==> src/rtl/led_pattern_seq_pkg.sv <==
// Shared encodings for the LED pattern sequencer: display modes, bounce
// direction and the pattern each mode starts from.
package led_pattern_seq_pkg;

  typedef enum logic [1:0] {
    MODE_LEFT   = 2'd0,
    MODE_RIGHT  = 2'd1,
    MODE_BLINK  = 2'd2,
    MODE_BOUNCE = 2'd3
  } mode_t;

  typedef enum logic {
    DIR_LEFT  = 1'b0,
    DIR_RIGHT = 1'b1
  } dir_t;

  localparam logic [3:0] INIT_LEFT   = 4'b0001;
  localparam logic [3:0] INIT_RIGHT  = 4'b1000;
  localparam logic [3:0] INIT_BLINK  = 4'b0000;
  localparam logic [3:0] INIT_BOUNCE = 4'b0001;

  // Mode sequence on each accepted press: LEFT -> RIGHT -> BLINK -> BOUNCE -> LEFT.
  function automatic mode_t next_mode(input mode_t m);
    case (m)
      MODE_LEFT:   return MODE_RIGHT;
      MODE_RIGHT:  return MODE_BLINK;
      MODE_BLINK:  return MODE_BOUNCE;
      default:     return MODE_LEFT;
    endcase
  endfunction

  // Pattern loaded into the LED register when a mode is entered.
  function automatic logic [3:0] init_pattern(input mode_t m);
    case (m)
      MODE_LEFT:   return INIT_LEFT;
      MODE_RIGHT:  return INIT_RIGHT;
      MODE_BLINK:  return INIT_BLINK;
      default:     return INIT_BOUNCE;
    endcase
  endfunction

endpackage

==> src/rtl/led_pattern_seq_key_filter.sv <==
// Push-button filter: synchronises the raw active-low key, requires it to be
// stable low for DEBOUNCE_MAX cycles and emits one pulse per held press.
module key_filter #(
  parameter int unsigned DEBOUNCE_MAX = 20'd999_999,
  parameter int unsigned DB_W         = 20
) (
  input  logic sys_clk,
  input  logic sys_rst_n,
  input  logic key_in,
  output logic key_press
);

  localparam logic [DB_W-1:0] CNT_MAX = DB_W'(DEBOUNCE_MAX);
  localparam logic [DB_W-1:0] CNT_ARM = DB_W'(DEBOUNCE_MAX - 1);

  logic            key_s1;
  logic            key_s2;
  logic [DB_W-1:0] cnt;

  // Two-flop synchroniser; resets to the released (high) level.
  always_ff @(posedge sys_clk or negedge sys_rst_n) begin
    if (!sys_rst_n) begin
      key_s1 <= 1'b1;
      key_s2 <= 1'b1;
    end else begin
      key_s1 <= key_in;
      key_s2 <= key_s1;
    end
  end

  // Stable-low counter: clears on release, saturates while held.
  always_ff @(posedge sys_clk or negedge sys_rst_n) begin
    if (!sys_rst_n) begin
      cnt <= '0;
    end else if (key_s2) begin
      cnt <= '0;
    end else if (cnt != CNT_MAX) begin
      cnt <= cnt + 1'b1;
    end
  end

  // The counter passes through DEBOUNCE_MAX-1 exactly once per held press,
  // because saturation stops it there on the following cycle.
  assign key_press = (cnt == CNT_ARM);

endmodule

==> src/rtl/led_pattern_seq.sv <==
// LED pattern sequencer: four display modes stepped by a debounced button,
// pattern advanced once per period-counter tick.
module led_pattern_seq
  import led_pattern_seq_pkg::*;
#(
  parameter int unsigned LED_W        = 4,
  parameter int unsigned DEBOUNCE_MAX = 20'd999_999,
  parameter int unsigned DB_W         = 20
) (
  input  logic             sys_clk,
  input  logic             sys_rst_n,
  input  logic             tick_in,
  input  logic             key_in,
  output logic [LED_W-1:0] led_out,
  output logic [1:0]       mode_out
);

  logic             key_press;
  mode_t            mode_q;
  mode_t            mode_nxt;
  dir_t             dir_q;
  logic [LED_W-1:0] led_q;

  key_filter #(
    .DEBOUNCE_MAX (DEBOUNCE_MAX),
    .DB_W         (DB_W)
  ) u_key_filter (
    .sys_clk   (sys_clk),
    .sys_rst_n (sys_rst_n),
    .key_in    (key_in),
    .key_press (key_press)
  );

  // Mode that the next accepted press selects.
  always_comb begin
    mode_nxt = next_mode(mode_q);
  end

  // Mode FSM and pattern register; a press takes priority over a same-cycle tick.
  always_ff @(posedge sys_clk or negedge sys_rst_n) begin
    if (!sys_rst_n) begin
      mode_q <= MODE_LEFT;
      dir_q  <= DIR_LEFT;
      led_q  <= LED_W'(INIT_LEFT);
    end else if (key_press) begin
      mode_q <= mode_nxt;
      led_q  <= LED_W'(init_pattern(mode_nxt));
      if (mode_nxt == MODE_BOUNCE) begin
        dir_q <= DIR_LEFT;
      end
    end else if (tick_in) begin
      case (mode_q)
        MODE_LEFT:  led_q <= {led_q[LED_W-2:0], led_q[LED_W-1]};
        MODE_RIGHT: led_q <= {led_q[0], led_q[LED_W-1:1]};
        MODE_BLINK: led_q <= ~led_q;
        default: begin
          // Direction flips at either end before the shift is applied.
          if (dir_q == DIR_LEFT) begin
            if (led_q[LED_W-1]) begin
              dir_q <= DIR_RIGHT;
              led_q <= led_q >> 1;
            end else begin
              led_q <= led_q << 1;
            end
          end else begin
            if (led_q[0]) begin
              dir_q <= DIR_LEFT;
              led_q <= led_q << 1;
            end else begin
              led_q <= led_q >> 1;
            end
          end
        end
      endcase
    end
  end

  assign led_out  = led_q;
  assign mode_out = mode_q;

endmodule

==> config.mk <==
export PLATFORM = sky130hd
export DESIGN_NAME = led_pattern_seq
export DESIGN_NICKNAME = d
export VERILOG_FILES = /design/src/rtl/led_pattern_seq_pkg.sv /design/src/rtl/led_pattern_seq_key_filter.sv /design/src/rtl/led_pattern_seq.sv
export SDC_FILE = /design/constraint.sdc
export NUM_CORES = 1
export LEC_CHECK = 0
export BUFFER_PORTS_ARGS = -buffer_cell sky130_fd_sc_hd__buf_2
export CORE_MARGIN = 3
export CORE_UTILIZATION = 50
export DETAILED_ROUTE_END_ITERATION = 7
export GPL_TIMING_DRIVEN = 1
export PLACE_DENSITY = 0.67
export SLEW_MARGIN = 20
export SYNTH_ARGS = -nofsm -noshare
export SYNTH_HDL_FRONTEND = slang
export SYNTH_SLANG_ARGS = --single-unit
==> constraint.sdc <==
create_clock -name sys_clk -period 2.2 [get_ports sys_clk]
set_clock_uncertainty 0.1 [all_clocks]
set_input_delay 0.44 -clock sys_clk [delete_from_list [all_inputs] [get_ports sys_clk]]
set_output_delay 0.44 -clock sys_clk [all_outputs]
set_load 0.1 [all_outputs]
==> results by group, run 1 <==
Placed design
  • Hpwl dp: 2490 um
  • Placer Congestion: 0.902
  • IO buf count: 9
  • DP Worst Slack: 0.125 ns

Worst setup path
  • Cell count of the worst reg-to-reg path: 5
  • Critical path startpoint: u_key_filter.cnt[6]$_DFFE_PN0P_
  • FF-to-FF setup slack: 0.09 ns
  • Reg2reg end: u_key_filter.cnt[5]$_DFFE_PN0P_
  • Crit. End Element: flop
  • Crit path kind: reg -> reg
  • Worst Path Arrival: 2.22 ns
  • Critical Path End: u_key_filter.cnt[5]$_DFFE_PN0P_
  • Critical Path RT: between 2 and 2.5 ns
  • CP max FO: 13
  • Reg2reg start: u_key_filter.cnt[6]$_DFFE_PN0P_
  • Startpoint Class: flop

Clock network
  • CTS root buffer: clkbuf_4
  • Max H-tree Level: 2
  • Post-CTS sizing: 0
  • Hold Buf Count CTS: 0
  • Worst-path clk slew: 0.09 ns
  • Clock Path Buffers: 2
  • Later-pin clock latency in the skew report: 0.32 ns
  • Inserted Clock Buffers: 5
  • CTS Sinks: 29
  • CTS tree: built
  • Setup Buffers After CTS: 0

Synthesis
  • Synth Cell Area: 1740 um2
  • Number of flops mapped to enable cells by yosys: 0
  • Mapped Nets: roughly 200
  • Ys flop type: dfrtp_1
  • Post-Syn Instances: 188
  • Yosys warns: 0
  • FF+latch count, synth: 29
  • Cell accounting for the most synthesized area: dfrtp_1
  • Distinct cells, synth: 44
  • Area fraction of the dominant cell type after synthesis: 0.375
  • Top post-synthesis cells by area: dfrtp_1, ha_1, dfstp_2
  • Asr flop ratio synth: 1.00
  • Post-synthesis average cell area: 9.24 um2
  • Post-synthesis sequential area ratio: 0.420

STA
  • Unrepaired setup endpoints after global routing: no
  • Worst setup margin: roughly 0.088 ns
  • Max Freq: 0.474 GHz
  • Fin Setup TNS: 0 ns
  • Hold WS: 0.0264 ns
  • Final Max Slew Viols: 0
  • Final count of negative-setup-slack endpoints: 0
  • Slew headroom: 0.580
  • Final Hold Viols: 0
  • Period utilization: 0.960
  • Tmin final: ~2.1 ns
  • Worst Tran Pin Value: 0.630 ns

Drt
  • WL final: 3550 um
  • Number of DRC markers in iteration 0: between 100 and 150
  • DRC: 0
  • Post-route ant nets: 0
  • Via/cell ratio: about 5.8
  • Via count: ~1400
  • Drt wl/cell: 14.4 um
  • Drt first pass iters: 5

GRT
  • First-pass GRT wire length: 6400 um
  • Gr ovfl total: 0
  • Initial antenna violation count: 0
  • Largest net degree at the start of global routing: 30
  • Total Routing Usage GR: 0.195
  • Number of global-route vias before repair: 1376

Finish
  • Footprint of the multi-input gates: 946 um2
  • Area growth from synthesis to layout: 8.65%
  • Share of post-route cells with drive strength above 1: 0.163
  • N_diodes: 0
  • Register area: 732 um2
  • Nets@finish: 213
  • FILL cells: 293

Floorplanning
  • Starting Density: 0.546
  • Top Ports: 10
  • Die area: 4220 um2
  • Cell row count: 20
  • Die H: 64.9 um
  • Core area: 3180 um2
  • Die X: 64.9 um

Power and ir drop
  • Leakage: 0.745 nW
  • PD cells: 556 nW/um2
  • VDD IR max: roughly 0.46 mV

Outcome
  • Status: finished, final reports clean

Hold path
  • HP Class: in -> async

Run
  • Max_cap viols: 0
[kinds of logic after synthesis]
| logic type | share of synthesized area |
|---|---|
| DFF | 0.420 |
| and+or+nand+nor | 0.259 |
| adders and majority gates | 0.0504 |
| muxes | 0.0346 |
| buffers and inverters | 0.0353 |
| xor gates and xnor gates | 0.0303 |
| AOI/OAI and AO/OA | 0.170 |
[through the flow]
| stage | std cells | utilization | power (mW) | instance area (um2) |
|---|---|---|---|---|
| finish | 247 | 0.594 | 1.05 | 1890 |
| global route | 247 | 0.594 | 1.11 | 1890 |
| CTS | 247 | 0.594 | 1.06 | 1890 |
| detailed placement | 239 | 0.578 | 0.763 | 1840 |
| global placement | 239 | 0.578 | 0.760 | 1840 |
| floorplan | 188 | - | 0.719 | 1740 |
[final cells by class]
cell class,instances,area share
well taps,44,0.0292
clock buffers,8,0.0259
multi-input cells,145,0.501
flip-flops and latches,29,0.388
inverters,8,0.0159
repair buffers,13,0.0398
[flip-flops by register name (all words and copies together), names as in the netlist]
signal and flops:
dir_q 1, mode_out 2, u_key_filter.cnt 20, u_key_filter.key_s1 1, u_key_filter.key_s2 1, led_out 4
[where the power goes]
group / switching [mW] / leakage, nW / internal [mW] / total, mW
clock: 0.169 / 0.0265 / 0.127 / 0.297
sequential: 0.0341 / 0.375 / 0.554 / 0.588
combinational: 0.124 / 0.344 / 0.0407 / 0.164
[worst max-delay path, cell delays in order, from the launching register on]
cell      delay, ns
dfrtp_1        0.45
or4_4          0.57
nor4_4         0.26
buf_4          0.22
a211oi_1       0.10
mux2_2         0.29
[worst min-delay path by stage]
| stage | from | end | cells past startpoint |
|---|---|---|---|
| floorplan | sys_rst_n | dir_q$_DFFE_PN0P_ | 0 |
| global placement | u_key_filter.key_s1$_DFF_PN1_ | u_key_filter.key_s2$_DFF_PN1_ | 0 |
| detailed placement | u_key_filter.key_s1$_DFF_PN1_ | u_key_filter.key_s2$_DFF_PN1_ | 0 |
| CTS | sys_rst_n | u_key_filter.cnt[17]$_DFFE_PN0P_ | 1 |
| global route | sys_rst_n | u_key_filter.cnt[3]$_DFFE_PN0P_ | 1 |
| finish | sys_rst_n | u_key_filter.cnt[17]$_DFFE_PN0P_ | 1 |
[cells in the mapped netlist, drive strengths merged (2+ instances only)]
library cell  number
nor2              16
clkbuf             4
nand2             12
inv                8
dfrtp             26
nand4b             2
a211oi             3
dfstp              3
and4               2
xor2               2
and2               4
or4                6
nand3             11
o2bb2ai            2
buf                2
xnor2              4
o31ai              5
nor3               7
a21oi             14
mux2               5
ha                 7
nor4               2
nand4              4
a221oi             2
or3                4
nor2b              5
and3               2
o21ai             11
a31oi              4
[cells in the final DEF (no fill, tap or decap), drive strengths merged, types with 3 or more instances in the layout]
cell	n
dfrtp	26
mux2	5
or4	6
ha	7
and2	4
dfstp	3
xnor2	4
nand4	4
buf	13
nand3	11
nor2	16
o21ai	11
clkbuf	8
a21oi	14
nor3	7
o31ai	5
inv	8
nor2b	5
a31oi	4
nand2	12
a211oi	3
or3	4
[metal layers]
layer | vias to the layer above | global-route usage | wire [um]
met1 | 671 | 0.281 | 1800
met2 | 36 | 0.289 | 1530
met3 | 7 | 0.0468 | 171
met5 | - | 0 | 0
li1 | 722 | - | -
met4 | 0 | 0.0554 | 49
Power figures use the tool's default switching activity.
==> run 2: changes to the inputs <==
- SYNTH_HIERARCHICAL: unset -> 1
==> results by group, run 2 <==
Floorplanning
  • Top Ports: 10 (unchanged)
  • Die X: 65.4 um (was 64.9 um)
  • Cell row count: 20 (unchanged)
  • Die area: 4280 um2 (was 4220 um2)
  • Core area: 3200 um2 (was 3180 um2)
  • Starting Density: 0.551 (was 0.546)
  • Die H: 65.4 um (was 64.9 um)

STA
  • Fin Setup TNS: 0 ns (unchanged)
  • Slew headroom: 0.572 (was 0.580)
  • Final count of negative-setup-slack endpoints: 0 (unchanged)
  • Tmin final: 2.13 ns (was 2.11 ns)
  • Hold WS: 0.0118 ns (was 0.0264 ns)
  • Unrepaired setup endpoints after global routing: yes (was no)
  • Max Freq: 0.469 GHz (was 0.474 GHz)
  • Worst Tran Pin Value: 0.642 ns (was 0.630 ns)
  • Period utilization: 0.970 (was 0.960)
  • Final Hold Viols: 0 (unchanged)
  • Worst setup margin: 0.0664 ns (was 0.0883 ns)
  • Final Max Slew Viols: 0 (unchanged)

GRT
  • Largest net degree at the start of global routing: 30 (unchanged)
  • Gr ovfl total: 0 (unchanged)
  • Number of global-route vias before repair: 1366 (was 1376)
  • First-pass GRT wire length: 6600 um (was 6400 um)
  • Total Routing Usage GR: 0.204 (was 0.195)
  • Initial antenna violation count: 0 (unchanged)

Clock network
  • Clock Path Buffers: 2 (unchanged)
  • CTS tree: built (unchanged)
  • CTS Sinks: 29 (unchanged)
  • Max H-tree Level: 2 (unchanged)
  • Worst-path clk slew: 0.10 ns (was 0.09 ns)
  • CTS root buffer: clkbuf_4 (unchanged)
  • Inserted Clock Buffers: 5 (unchanged)
  • Later-pin clock latency in the skew report: 0.34 ns (was 0.32 ns)

Outcome
  • Status: finished, final reports clean (unchanged)

Synthesis
  • Distinct cells, synth: 57 (was 44)
  • Post-synth top cells: dfrtp_1, a21oi_1, nand2_1, inv_1, nor2_1 (was dfrtp_1, nor2_1, a21oi_1)
  • Top post-synthesis cells by area: dfrtp_1, ha_1, dfstp_2 (unchanged)
  • Ys flop type: dfrtp_1 (unchanged)
  • Synth Cell Area: 1760 um2 (was 1740 um2)
  • Most common cell in the synthesized netlist: dfrtp_1 (unchanged)
  • FF+latch count, synth: 29 (unchanged)
  • Number of flops mapped to enable cells by yosys: 0 (unchanged)
  • Post-Syn Instances: 184 (was 188)
  • Mapped Nets: 196 (was 199)
  • Area fraction of the dominant cell type after synthesis: 0.369 (was 0.375)
  • Yosys warns: 6 (was 0)
  • Asr flop ratio synth: 1.00 (unchanged)
  • Post-synthesis sequential area ratio: 0.413 (was 0.420)
  • Cell accounting for the most synthesized area: dfrtp_1 (unchanged)
  • Post-synthesis average cell area: 9.59 um2 (was 9.24 um2)

Drt
  • Drt wl/cell: 15.8 um (was 14.4 um)
  • WL final: 3910 um (was 3550 um)
  • Post-route ant nets: 0 (unchanged)
  • Via/cell ratio: 6.17 (was 5.81)
  • DRC: 0 (unchanged)
  • Drt first pass iters: 4 (was 5)
  • Via count: 1529 (was 1436)
  • Number of DRC markers in iteration 0: 141 (was 109)

Finish
  • Largest register by flop count: u_key_filter/cnt (was u_key_filter.cnt)
  • Post-route non-filler standard cell count: 248 (was 247)
  • Fin util: 0.627 (was 0.594)
  • Commonest non-fill, non-tap cell in the layout: dfrtp_1 (unchanged)
  • Area growth from synthesis to layout: 13.9% (was 8.65%)
  • Largest register FFs: 20 (unchanged)
  • Final Cell Area: 2010 um2 (was 1890 um2)
  • Share of post-route cells with drive strength above 1: 0.230 (was 0.163)
  • Nets@finish: 215 (was 213)
  • N_diodes: 0 (unchanged)
  • Most frequent cells in the layout: dfrtp_1, a21oi_1, nand2_1, buf_4 (was dfrtp_1, nor2_1, a21oi_1)

Worst setup path
  • Worst Path Arrival: 2.24 ns (was 2.22 ns)
  • Crit path kind: reg -> reg (unchanged)
  • CP max FO: 7 (was 13)
  • Startpoint Class: flop (unchanged)
  • Crit. End Element: flop (unchanged)
  • Critical Path RT: 2.31 ns (about the same)

Placed design
  • Placer Congestion: 0.804 (was 0.902)
  • Hpwl dp: 2660 um (was 2490 um)
  • IO buf count: 9 (unchanged)
  • Placed Cells: 236 (was 239)
  • Placed Area: 1880 um2 (was 1840 um2)
  • DP Worst Slack: 0.0653 ns (was 0.125 ns)

Power and ir drop
  • VDD IR max: 0.437 mV (was 0.464 mV)
  • Flop pwr share: 0.519 (was 0.561)
  • Clock share of power: 0.334 (was 0.283)
  • Power Internal: 782 uW (was 722 uW)
  • Leakage: 0.836 nW (was 0.745 nW)
  • Switching power: 355 uW (was 327 uW)
  • Pwr Total: 1.14 mW (was 1.05 mW)
  • Switching share of power: 0.312 (about the same)
  • PD cells: 566 nW/um2 (was 556 nW/um2)
  • Gate power share: 0.147 (was 0.157)

Hold path
  • HP Class: in -> async (unchanged)

Run
  • Max_cap viols: 0 (unchanged)
run 2: cell count changes after synthesis, moves of 3 or more:
cell      change
a31oi_1       -3
buf_2         +4
clkbuf_1      -3
mux2_2        -4
nand3_1       -4
nor2_1        -6
nor2b_1       -3
nor3_1        -4
o21ai_0       -5
run 2: critical path, stage by stage, from the launching register on:
cell	delay, ns
dfrtp_1	0.42
or4_4	0.56
nor4_4	0.32
and4_4	0.32
nor2b_1	0.07
o2111ai_1	0.09
o311ai_1	0.12
run 2: layout make-up:
class | count | area (um2)
Fill cell | 283 | 1190
Tap cell | 44 | 55.1
Inverter | 10 | 37.5
Multi-Input combinational cell | 136 | 980
Clock inverter | 1 | 5.00
Sequential cell | 29 | 732
Timing Repair Buffer | 21 | 135
Clock buffer | 7 | 65.1
run 2: routing by layer:
layer | track usage | up-vias | part of all wire
li1 | - | 732 | -
met1 | 0.286 | 749 | 0.47
met2 | 0.295 | 43 | 0.46
met3 | 0.0615 | 5 | 0.051
met4 | 0.0777 | 0 | 0.014
met5 | 0 | - | 0
run 2: power groups by stage:
stage / Sequential, mW / Combinational [mW] / Clock (mW)
6_report: 0.590 / 0.168 / 0.380
2_1_floorplan: 0.662 / 0.0685 / 0
3_5_place_dp: 0.599 / 0.167 / 0
4_1_cts: 0.589 / 0.167 / 0.388
3_3_place_gp: 0.597 / 0.165 / 0
5_1_grt: 0.595 / 0.180 / 0.419
run 2: cells by family (layout without fill, tap and decap cells):
logic type	count (synthesis)	after routing	synth area share
simple gates	71	72	0.255
flops	29	29	0.413
mux	1	1	0.00567
fa+ha+maj	8	8	0.0567
buf+inv	20	39	0.0511
xor+xnor	7	7	0.0348
compound gates	48	48	0.184
run 2: path summary, 6_finish.rpt:
check | start | end | cells past startpoint | slack, ns
setup / recovery | u_key_filter/cnt[10]$_DFFE_PN0P_ | led_out[2]$_DFFE_PN0P_ | 6 | 0.07
hold / removal | sys_rst_n | led_out[1]$_DFFE_PN0P_ | 1 | 0.01
setup reg to reg | u_key_filter/cnt[10]$_DFFE_PN0P_ | led_out[2]$_DFFE_PN0P_ | 6 | 0.07
hold reg to reg | u_key_filter/key_s1$_DFF_PN1_ | u_key_filter/key_s2$_DFF_PN1_ | 0 | 0.26
max in group asynchronous | sys_rst_n | u_key_filter/cnt[4]$_DFFE_PN0P_ | 1 | 1.53
min in group sys_clk | key_in | u_key_filter/key_s1$_DFF_PN1_ | 1 | 0.10
run 2: what timing repair did:
| action | in CTS | in global routing |
|---|---|---|
| hold buffers | 0 | 0 |
| setup endpoints to repair | 0 | 4 |
| resized for setup | 0 | 4 |
| setup buffers | 0 | 3 |
==> run 3: changes to the inputs <==
- PLACE_DENSITY: 0.67 -> 0.7
- clock period: 2.2 -> 1.8 ns (I/O delays scaled with it)
==> results by group, run 3 (synthesis gave the netlist of run 2 again) <==
Outcome
  • Status: finished, violations left (was finished, final reports clean)
  • Failing checks: negative setup slack

Power and ir drop
  • Pwr Total: 1.56 mW (was 1.14 mW)
  • Leakage: 1.03 nW (was 0.836 nW)
  • VDD IR max: 0.328 mV (was 0.437 mV)
  • PD cells: 636 nW/um2 (was 566 nW/um2)

Placed design
  • Placer Congestion: 0.920 (was 0.804)
  • IO buf count: 9 (unchanged)
  • Hpwl dp: 2960 um (was 2660 um)
  • Placed Cells: 258 (was 236)
  • Placed Area: 2070 um2 (was 1880 um2)

Worst setup path
  • Crit path kind: reg -> reg (unchanged)
  • FF-to-FF setup slack: -0.29 ns (was 0.07 ns)
  • Worst Path Arrival: 2.25 ns (was 2.24 ns)
  • Cell count of the worst reg-to-reg path: 6 (unchanged)
  • Critical Path RT: 1.96 ns (was 2.31 ns)
  • Slowest cell on crit path: or4bb_4 (was or4_4)
  • CP peak stage delay: 0.55 ns (was 0.56 ns)
  • Critical path startpoint: u_key_filter/cnt[13]$_DFFE_PN0P_ (was u_key_filter/cnt[10]$_DFFE_PN0P_)
  • Startpoint Class: flop (unchanged)
  • Reg2reg start: u_key_filter/cnt[13]$_DFFE_PN0P_ (was u_key_filter/cnt[10]$_DFFE_PN0P_)
  • Chain of cells forming the critical path: or4bb_4 > nor4_4 > and4_4 > o21bai_1 > a211o_1 > o211ai_1 (was or4_4 > nor4_4 > and4_4 > nor2b_1 > o2111ai_1 > o311ai_1)
  • Reg2reg end: led_out[0]$_DFFE_PN1P_ (was led_out[2]$_DFFE_PN0P_)
  • Critical Path End: led_out[0]$_DFFE_PN1P_ (was led_out[2]$_DFFE_PN0P_)
  • Crit. End Element: flop (unchanged)
  • CP max FO: 6 (was 7)

Clock network
  • CTS tree: built (unchanged)
  • Clock Path Buffers: 2 (unchanged)
  • Worst-path clk slew: 0.09 ns (was 0.10 ns)
  • CTS Sinks: 29 (unchanged)
  • Inserted Clock Buffers: 5 (unchanged)
  • Max H-tree Level: 2 (unchanged)
  • CTS root buffer: clkbuf_4 (unchanged)
  • Later-pin clock latency in the skew report: 0.33 ns (was 0.34 ns)

Drt
  • Number of DRC markers in iteration 0: 163 (was 141)
  • Via count: 1658 (was 1529)
  • Post-route ant nets: 0 (unchanged)
  • Drt wl/cell: 16.7 um (was 15.8 um)
  • Drt first pass iters: 4 (unchanged)
  • DRC: 0 (unchanged)
  • Via/cell ratio: 5.94 (was 6.17)
  • WL final: 4670 um (was 3910 um)

STA
  • Unrepaired setup endpoints after global routing: yes (unchanged)
  • Tmin final: 2.09 ns (was 2.13 ns)
  • Fin Setup TNS: -2.96 ns (was 0 ns)
  • Max Freq: 0.478 GHz (was 0.469 GHz)
  • Final count of negative-setup-slack endpoints: 19 (was 0)
  • Worst Tran Pin Value: 0.656 ns (was 0.642 ns)
  • Final Hold Viols: 0 (unchanged)
  • Hold WS: 0.262 ns (was 0.0118 ns)
  • Period utilization: 1.16 (was 0.970)
  • Worst setup margin: -0.293 ns (was 0.0664 ns)
  • Final Max Slew Viols: 0 (unchanged)
  • Slew headroom: 0.563 (was 0.572)

Finish
  • Largest register by flop count: u_key_filter/cnt (unchanged)
  • Post-route non-filler standard cell count: 279 (was 248)
  • Area growth from synthesis to layout: 39.1% (was 13.9%)
  • Share of post-route cells with drive strength above 1: 0.443 (was 0.230)
  • Final Cell Area: 2450 um2 (was 2010 um2)
  • N_diodes: 0 (unchanged)
  • Commonest non-fill, non-tap cell in the layout: buf_4 (was dfrtp_1)
  • Most frequent cells in the layout: buf_4, dfrtp_1, nand2_1, inv_1, nor2_1 (was dfrtp_1, a21oi_1, nand2_1, buf_4)
  • Nets@finish: 246 (was 215)
  • Largest register FFs: 20 (unchanged)

GRT
  • Total Routing Usage GR: 0.236 (was 0.204)
  • Largest net degree at the start of global routing: 30 (unchanged)
  • Gr ovfl total: 0 (unchanged)
  • Initial antenna violation count: 0 (unchanged)
  • First-pass GRT wire length: 7730 um (was 6600 um)
  • Number of global-route vias before repair: 1696 (was 1366)

Run
  • Max_cap viols: 0 (unchanged)

Floorplanning
  • Die H: 65.4 um (unchanged)
  • Die X: 65.4 um (unchanged)
  • Cell row count: 20 (unchanged)
  • Core area: 3200 um2 (unchanged)
  • Top Ports: 10 (unchanged)
  • Starting Density: 0.551 (unchanged)
  • Die area: 4280 um2 (unchanged)

Hold path
  • HP Class: reg -> reg (was in -> async)
-- run 3: cell count changes in the layout (fill, tap and decap cells not counted), moves of 4 or more --
cell and delta:
a21oi_1 -9, a21oi_2 +9, buf_4 +22, buf_6 +8, o21ai_0 -4, or3_1 -5
or3_4 +5
-- run 3: layer usage --
metal	global-route usage	vias to the layer above	part of all wire
met5	0	-	0
met4	0.0855	0	0.023
met3	0.0581	11	0.038
met2	0.415	41	0.51
met1	0.278	817	0.43
li1	-	789	-
-- run 3: worst min path at each step --
| stage | startpoint | end | slack (ns) | cells past startpoint |
|---|---|---|---|---|
| 4_1_cts | key_in | u_key_filter/key_s1$_DFF_PN1_ | 0.008 | 1 |
| 6_report | u_key_filter/key_s1$_DFF_PN1_ | u_key_filter/key_s2$_DFF_PN1_ | 0.26 | 0 |
| 2_1_floorplan | sys_rst_n | dir_q$_DFFE_PN0P_ | -0.04 | 0 |
| 5_1_grt | u_key_filter/key_s1$_DFF_PN1_ | u_key_filter/key_s2$_DFF_PN1_ | 0.27 | 0 |
| 3_5_place_dp | u_key_filter/key_s1$_DFF_PN1_ | u_key_filter/key_s2$_DFF_PN1_ | 0.25 | 0 |
| 3_3_place_gp | u_key_filter/key_s1$_DFF_PN1_ | u_key_filter/key_s2$_DFF_PN1_ | 0.25 | 0 |
-- run 3: timing repair --
action,CTS,global route
endpoints found under the hold margin,26,1
cloned,2,0
endpoints found under the setup margin,20,25
pin swaps,20,8
hold buffers,1,1
resized for setup,27,23
buffers inserted,8,2
-- run 3: area by class of cell --
| class | count | area, um2 |
|---|---|---|
| Clock buffer | 7 | 55.1 |
| Clock inverter | 1 | 30.0 |
| Fill cell | 231 | 749 |
| Inverter | 10 | 37.5 |
| Multi-Input combinational cell | 136 | 1120 |
| Sequential cell | 29 | 734 |
| Tap cell | 44 | 55.1 |
| Timing Repair Buffer | 52 | 423 |
-- run 3: critical path, delay by kind of cell (launching register included) --
kind            cells  cell delay (ns)
simple gates        3             1.20
flops               1             0.39
compound gates      3             0.34
-- run 3: per-stage QoR --
stage | setup WS (ns) | util
2_1_floorplan | -0.380 | -
3_3_place_gp | -0.216 | 0.645
3_5_place_dp | -0.315 | 0.645
4_1_cts | -0.285 | 0.731
5_1_grt | -0.357 | 0.766
6_report | -0.293 | 0.766
-- run 3: power by group --
| part | internal (mW) | switching (mW) |
|---|---|---|
| Combinational | 0.0978 | 0.173 |
| Sequential | 0.677 | 0.0469 |
| Clock | 0.331 | 0.233 |
